--- src/rtl/tape_access_arbiter.sv ---
// Arbitrates the single data-tape RAM between the CPU and debug ports, sequencing
// READ / WRITE / ADD (read-modify-write) onto a 1-cycle-latency read port and a write port.
module tape_access_arbiter #(
  parameter int unsigned CELL_W     = 8,
  parameter int unsigned DEPTH      = 8,
  parameter int unsigned STARVE_MAX = 4
) (
  input  logic                     clk_i,
  input  logic                     rst_i,
  input  logic                     cpu_req_i,
  input  logic [1:0]               cpu_op_i,
  input  logic [$clog2(DEPTH)-1:0] cpu_addr_i,
  input  logic [CELL_W-1:0]        cpu_data_i,
  output logic                     cpu_ack_o,
  output logic [CELL_W-1:0]        cpu_rdata_o,
  input  logic                     dbg_req_i,
  input  logic [1:0]               dbg_op_i,
  input  logic [$clog2(DEPTH)-1:0] dbg_addr_i,
  input  logic [CELL_W-1:0]        dbg_data_i,
  output logic                     dbg_ack_o,
  output logic [CELL_W-1:0]        dbg_rdata_o,
  output logic                     mem_ren_o,
  output logic [$clog2(DEPTH)-1:0] mem_raddr_o,
  input  logic [CELL_W-1:0]        mem_rdata_i,
  output logic                     mem_wen_o,
  output logic [$clog2(DEPTH)-1:0] mem_waddr_o,
  output logic [CELL_W-1:0]        mem_wdata_o,
  output logic                     busy_o
);

  localparam int unsigned AW = $clog2(DEPTH);
  localparam int unsigned SW = $clog2(STARVE_MAX + 1);
  localparam logic [SW-1:0] STARVE_LIM = SW'(STARVE_MAX);

  localparam logic [2:0] S_IDLE = 3'd0;
  localparam logic [2:0] S_RD   = 3'd1;
  localparam logic [2:0] S_MOD  = 3'd2;
  localparam logic [2:0] S_WR   = 3'd3;
  localparam logic [2:0] S_DONE = 3'd4;

  localparam logic [1:0] OP_WR  = 2'b01;
  localparam logic [1:0] OP_ADD = 2'b10;

  logic [2:0]        state_q,     state_d;
  logic              owner_q,     owner_d;
  logic [1:0]        op_q,        op_d;
  logic [AW-1:0]     addr_q,      addr_d;
  logic [CELL_W-1:0] data_q,      data_d;
  logic [CELL_W-1:0] result_q,    result_d;
  logic              rd_wait_q,   rd_wait_d;
  logic [SW-1:0]     starve_q,    starve_d;
  logic [CELL_W-1:0] cpu_rdata_q, cpu_rdata_d;
  logic [CELL_W-1:0] dbg_rdata_q, dbg_rdata_d;
  logic [CELL_W-1:0] sum;
  logic              cpu_grant;

  assign sum = mem_rdata_i + data_q;

  always_ff @(posedge clk_i or negedge rst_i) begin
    if (!rst_i) begin
      state_q     <= S_IDLE;
      owner_q     <= 1'b0;
      op_q        <= '0;
      addr_q      <= '0;
      data_q      <= '0;
      result_q    <= '0;
      rd_wait_q   <= 1'b0;
      starve_q    <= '0;
      cpu_rdata_q <= '0;
      dbg_rdata_q <= '0;
    end else begin
      state_q     <= state_d;
      owner_q     <= owner_d;
      op_q        <= op_d;
      addr_q      <= addr_d;
      data_q      <= data_d;
      result_q    <= result_d;
      rd_wait_q   <= rd_wait_d;
      starve_q    <= starve_d;
      cpu_rdata_q <= cpu_rdata_d;
      dbg_rdata_q <= dbg_rdata_d;
    end
  end

  always_comb begin
    state_d     = state_q;
    owner_d     = owner_q;
    op_d        = op_q;
    addr_d      = addr_q;
    data_d      = data_q;
    result_d    = result_q;
    rd_wait_d   = rd_wait_q;
    starve_d    = starve_q;
    cpu_rdata_d = cpu_rdata_q;
    dbg_rdata_d = dbg_rdata_q;
    cpu_grant   = cpu_req_i && !(dbg_req_i && (starve_q == STARVE_LIM));
    case (state_q)
      S_IDLE: begin
        rd_wait_d = 1'b0;
        if (cpu_grant) begin
          owner_d = 1'b0;
          op_d    = cpu_op_i;
          addr_d  = cpu_addr_i;
          data_d  = cpu_data_i;
          state_d = (cpu_op_i == OP_WR) ? S_WR : S_RD;
          if (!dbg_req_i)
            starve_d = '0;
          else if (starve_q != STARVE_LIM)
            starve_d = starve_q + 1'b1;
        end else if (dbg_req_i) begin
          owner_d  = 1'b1;
          op_d     = dbg_op_i;
          addr_d   = dbg_addr_i;
          data_d   = dbg_data_i;
          state_d  = (dbg_op_i == OP_WR) ? S_WR : S_RD;
          starve_d = '0;
        end else begin
          starve_d = '0;
        end
      end
      // A plain READ stays in RD one extra cycle (read enable dropped) so the
      // RAM data can be captured before DONE, giving the 3-cycle READ latency.
      S_RD: begin
        if (op_q == OP_ADD) begin
          state_d = S_MOD;
        end else if (!rd_wait_q) begin
          rd_wait_d = 1'b1;
        end else begin
          rd_wait_d = 1'b0;
          result_d  = mem_rdata_i;
          state_d   = S_DONE;
        end
      end
      S_MOD: begin
        result_d = sum;
        state_d  = S_DONE;
      end
      S_WR: begin
        result_d = data_q;
        state_d  = S_DONE;
      end
      S_DONE: begin
        if (owner_q) dbg_rdata_d = result_q;
        else         cpu_rdata_d = result_q;
        state_d = S_IDLE;
      end
      default: state_d = S_IDLE;
    endcase
  end

  assign busy_o      = (state_q != S_IDLE);
  assign mem_ren_o   = (state_q == S_RD) && !rd_wait_q;
  assign mem_raddr_o = mem_ren_o ? addr_q : '0;
  assign mem_wen_o   = (state_q == S_MOD) || (state_q == S_WR);
  assign mem_waddr_o = mem_wen_o ? addr_q : '0;
  assign mem_wdata_o = (state_q == S_MOD) ? sum :
                       (state_q == S_WR)  ? data_q : '0;

  assign cpu_ack_o   = (state_q == S_DONE) && !owner_q;
  assign dbg_ack_o   = (state_q == S_DONE) &&  owner_q;
  assign cpu_rdata_o = cpu_ack_o ? result_q : cpu_rdata_q;
  assign dbg_rdata_o = dbg_ack_o ? result_q : dbg_rdata_q;

endmodule

--- config.mk ---
export PLATFORM = sky130hd
export DESIGN_NAME = tape_access_arbiter
export DESIGN_NICKNAME = d
export VERILOG_FILES = /design/src/rtl/tape_access_arbiter.sv
export SDC_FILE = /design/constraint.sdc
export NUM_CORES = 1
export LEC_CHECK = 0
export CAP_MARGIN = 10
export CORE_MARGIN = 2
export CORE_UTILIZATION = 44
export CTS_BUF_LIST = sky130_fd_sc_hd__clkbuf_2
export CTS_CLUSTER_SIZE = 14
export DETAILED_ROUTE_END_ITERATION = 7
export GPL_TIMING_DRIVEN = 0
export PLACE_DENSITY = 0.82
export SLEW_MARGIN = 20
export SYNTH_ARGS = -nofsm -noshare
export SYNTH_HDL_FRONTEND = slang
export SYNTH_SLANG_ARGS = --single-unit
--- constraint.sdc ---
create_clock -name clk_i -period 2.3 [get_ports clk_i]
set_clock_uncertainty 0.05 [all_clocks]
set_input_delay 0.46 -clock clk_i [delete_from_list [all_inputs] [get_ports clk_i]]
set_output_delay 0.46 -clock clk_i [all_outputs]
set_load 0.02 [all_outputs]
==> Yosys cells after proc, flatten, opt, wreduce, memory -nomap -nowiden <==
Cells that the tools add are included.
{ "op_classes": {"addsub": 2, "n_eq_ne": 14, "mux": 30, "bitwise": 1, "n_reduce_logical": 22} }
{ "ops": {"columns": ["cell", "count"], "rows": [
  ["8-bit 2-to-1 mux", 8],
  ["3-bit 2-to-1 mux", 11],
  ["8-bit one-hot mux with 3 select lines", 1],
  ["2-bit AND reduction", 6],
  ["3-bit inequality test, second input constant", 3],
  ["3-bit one-hot mux with 3 select lines", 1],
  ["8-bit adder", 1],
  ["2-bit 2-to-1 mux", 4],
  ["3-bit by 2-bit == test with 1-bit output, second input constant", 2],
  ["3-bit == test, second input constant", 2],
  ["3-bit nonzero test", 2],
  ["1-bit logical AND", 5],
  ["2-bit by 1-bit == test with 1-bit output, second input constant", 2],
  ["1-bit 2-to-1 mux", 4],
  ["2-bit inequality test, second input constant", 2],
  ["2-bit nonzero test", 2],
  ["3-bit by 1-bit adder with 3-bit output, second input constant", 1],
  ["3-bit by 1-bit == test with 1-bit output, second input constant", 1],
  ["1-bit zero test", 3],
  ["3-bit zero test", 1],
  ["3-bit by 2-bit inequality test with 1-bit output, second input constant", 1],
  ["3-bit AND reduction", 1],
  ["2-bit == test, second input constant", 1],
  ["1-bit one-hot mux with 2 select lines", 1],
  ["3 further kinds", 3]
]} }
{ "totals": {"reg_bits": 45, "input_bits": 38} }

==> Longest topological paths before layout <==
{ "logic_depth": {"ltp_word": 6, "ltp_mapped": 8, "mapped_depth_nobuf": 7} }

==> Least setup slack after synthesis <==
OpenSTA, ideal clock, no wires.
{ "synth_path": {"path_kind": "input port to output port", "from": "in mem_rdata_i[0]", "to": "out mem_wdata_o[6]", "arrival_time_ps": 1979, "required_ps": 1790, "path_slack_ps": -189, "path_stages": 7, "cell_sequence": "ha_1 > fa_1 > a211oi_1 > o31ai_1 > xnor2_1 > o21ai_0 > and2_1"} }
{ "synth_between": {"elab_chain_cells": 2} }
{ "synth_rtl": {"columns": ["element", "line", "rtl"], "rows": [
  ["from (decl)", "24", "input logic [CELL_W-1:0] mem_rdata_i,"],
  ["8-bit adder", "57", "assign sum = mem_rdata_i + data_q;"],
  ["8-bit 2-to-1 mux", "156", "assign mem_wdata_o = (state_q == S_MOD) ? sum :"],
  ["to (decl)", "27", "output logic [CELL_W-1:0] mem_wdata_o,"]
]} }
Every way passes these cells.

==> Worst setup path after layout <==
{ "layout_path": {"from": "reg data_q[0]", "to": "out mem_wdata_o[6]"} }
{ "layout_between": {"elab_chain_cells": 2} }
{ "layout_rtl": {"columns": ["element", "line", "rtl"], "rows": [
  ["from (decl)", "48", "logic [CELL_W-1:0] data_q, data_d;"],
  ["from (signal assigned)", "76", "data_q <= data_d;"],
  ["8-bit adder", "57", null],
  ["8-bit 2-to-1 mux", "156", null]
]} }
Every way passes these cells.

==> metrics.md <==
| Metric | Value |
|---|---|
| Finished layout cell area | 4130 um2 |
| Max_slew headroom | 0.559 |
| Fin cells | around 450 |
| Commonest non-fill, non-tap cell in the layout | buf_6 |
| Area Overhead vs Synth | 67.8% |
| Initial Util | 0.452 |
| Top FF cell, synth | dfrtp_1 |
| Register area share after synthesis | 0.458 |
| GPL Wtd Cong | about 0.82 |
| Clk pin slew, worst setup/hold paths | around 0.24 ns |
| Max-slew violations | 0 |
| Delay-heaviest family, CP | adder cells |
| Highest routed layer | met4 |
| Comb power frac | 0.679 |
| Vias/cell | 5.65 |
| DRT Pass-1 Iters | 5 |
| Crit path buffers/inverters | 1 |
| Switching part of the total | 0.426 |
| CTS tree | done |
| Iter 0 DRT Violations | 246 |
| Worst Setup Start Kind | flop |
| # rows | 27 |
| Cells after synthesis | 239 |
| Worst EP required | between 1.5 and 2 ns |
| Synth area leader | dfrtp_1 |
| First-pass GRT wire length | 11.7 mm |
| Diode count | 0 |
| Share of layout cells above drive strength 1 | 0.409 |
| Initial antenna violation count | 0 |
| Synthesized cell area | between 2000 and 2500 um2 |
| Avg Cell Area, Syn | 10.3 um2 |
| Syn_nets | 287 |
| Post-DP Area | roughly 3300 um2 |
| Critical-path cell list | ha_2 -> fa_2 -> a211oi_2 -> o31ai_2 -> xnor2_1 -> o21ai_2 -> and2_4 -> buf_6 |
| H-tree levels | 2 |
| Total CTS buffers | 5 |
| WP data arrival | 2.46 ns |
| Reg area | 1130 um2 |
| Layout Nets | 421 |
| CTS root buf | clkbuf_2 |
| Antenna viol nets, final | 0 |
| I/O pin count | 73 |
| Failing checks | negative setup slack |
| Met3 routed WL | 637 um |
| Total vias in the final route | 2521 |
| Fillers | 359 |
| Clock share of power | 0.077 |
| Die area | 6200 um2 |
| Final wirelength | ~8.5 mm |
| Clock sinks | 45 |
| Global-route usage over all layers | 0.241 |
| Met1 Wirelength | 3.50 mm |
| Final HPWL DP | 4.37 mm |
| EDFF count, synth | 0 |
| Chip width | 78.8 um |
| Min cycle time layout | slightly below 3 ns |
| Status | complete, but fails checks |
| Worst Path Max Fanout | 2 |
| Post-layout utilization of the core | 0.759 |
| Setup violations, final | 30 |
| Worst slack at placement | -1.12 ns |
| Worst slew pin tran | 0.658 ns |
| Worst path max stage delay | 0.45 ns |
| Synth cell types | 42 |
| Pleak | 1.93 nW |
| DR WL/cell | 19.1 um |
| Fmax | 0.337 GHz |
| PD cells | 1440 nW/um2 |
| Wire length on met2 | 4.06 mm |
| Pin count of the biggest net entering global routing | 24 |
| Total congestion overflow | 0 |
| Highest-delay cell along the critical path | dfrtp_1 |
| Share of the synthesized area in the top cell type | 0.458 |
| CORE AREA | 5440 um2 |
| Synthesized flop and latch total | 45 |
| Max-cap viol count | 0 |
| Unrepaired setup endpoints after global routing | true |
| Asr flop ratio synth | 1.00 |
| Net Sw Power | 2.53 mW |
| Vias in the first global route | 2357 |
| Setup CP Type | flop to primary output |
| Placed cells | 383 |
| Flop pwr share | 0.244 |
| Area occupied by multi-input gates | about 1400 um2 |
| Max VDD drop | 0.000762 V |
| Most frequent cells in the layout | buf_6, dfrtp_1, buf_4 |
| Final Cycle Share | 1.29 |
| Synth Warn # | 0 |
| Die H | between 70 and 80 um |
| Clk buf depth | 2 |
| Top post-synthesis cells by area | dfrtp_1, mux2_2, mux2i_1 |
| Final worst slack | -0.672 ns |
| Int Power | between 3 and 4 mW |
| Critical path endpoint category | primary output |
| IO buf count | 71 |
| Worst min path class | input pin to flop |
| DRC | 0 |
| Final hold viol count | 0 |
| Clock Latency Late Sink | 0.43 ns |
-- sequential cells by signal (all words and copies together) (netlist names) --
signal / count
state_q: 3
starve_q: 3
data_q: 8
owner_q: 1
dbg_rdata_q: 8
cpu_rdata_q: 8
result_q: 8
addr_q: 3
op_q: 2
rd_wait_q: 1
-- power by group through the flow --
stage	Sequential [mW]	Clock, mW	Combinational (mW)
final	1.45	0.457	4.04
after floorplan	1.35	0	1.69
after CTS	1.42	0.449	3.21
after global routing	1.49	0.485	4.24
after global placement	1.41	0	2.50
after detailed placement	1.43	0	2.57
-- synth_stat cells, drive strengths merged, types with 3 or more instances --
library cell and n:
inv 8, a21oi 12, and2 10, dfrtp 45, nor3b 3, o21ai 26, xor2 4, clkbuf 6
a211oi 5, mux2 16, ha 9, nand4 3, nand2 31, buf 5, o31ai 3, nor2 13
mux2i 16
-- cells by family after synthesis --
group                      share of synthesized area
and+or+nand+nor                                0.161
AOI/OAI and AO/OA                              0.131
DFF                                            0.458
muxes                                          0.138
buffers and inverters                         0.0371
adders and majority gates                     0.0539
xor gates and xnor gates                      0.0214
-- repair_timing --
item | CTS | global route
setup buffers | 33 | 24
hold buffers | 1 | 0
endpoints found under the setup margin | 35 | 34
hold endpoints to repair | 22 | 0
cloned | 0 | 1
gates resized for setup | 215 | 57
pin swaps | 24 | 20
-- path summary, 6_finish.rpt --
| kind | startpoint | end | slack [ns] | cells after the start |
|---|---|---|---|---|
| max reg2reg | data_q[0] | result_q[6] | 0.03 | 9 |
| max in group asynchronous | rst_i | state_q[0] | 1.20 | 3 |
| min | dbg_req_i | starve_q[0] | 0.31 | 3 |
| min in group asynchronous | rst_i | dbg_rdata_q[1] | 0.48 | 2 |
| max | data_q[0] | mem_wdata_o[6] | -0.67 | 8 |
| min reg2reg | op_q[1] | op_q[1] | 0.48 | 2 |
-- worst min-delay path: stages --
cell and delay, ns:
clkbuf_2 0.14, nand4_1 0.11, o21ai_0 0.08
-- per-stage QoR --
step           hold WS [ns]  power [mW]  TNS [ns]
2_1_floorplan         0.114        3.05         0
3_3_place_gp          0.407        3.91    -32.89
3_5_place_dp          0.428        4.00    -15.18
4_1_cts               0.285        5.08     -6.84
5_1_grt               0.297        6.22    -11.02
6_report              0.310        5.95     -9.10
-- area by class of cell --
cell class,count,area share
tap,72,0.0218
multi-input combinational,175,0.347
clock inverter,3,0.0100
clock buffer,5,0.00606
timing repair buffer,129,0.320
sequential,45,0.274
buffer,9,0.0127
inverter,8,0.00849
-- layer usage --
layer | track usage | vias to the layer above
met5 | 0 | -
met4 | 0.0737 | 0
met3 | 0.0534 | 31
met2 | 0.414 | 138
met1 | 0.305 | 1243
li1 | - | 1109
Power figures use the tool's default switching activity.
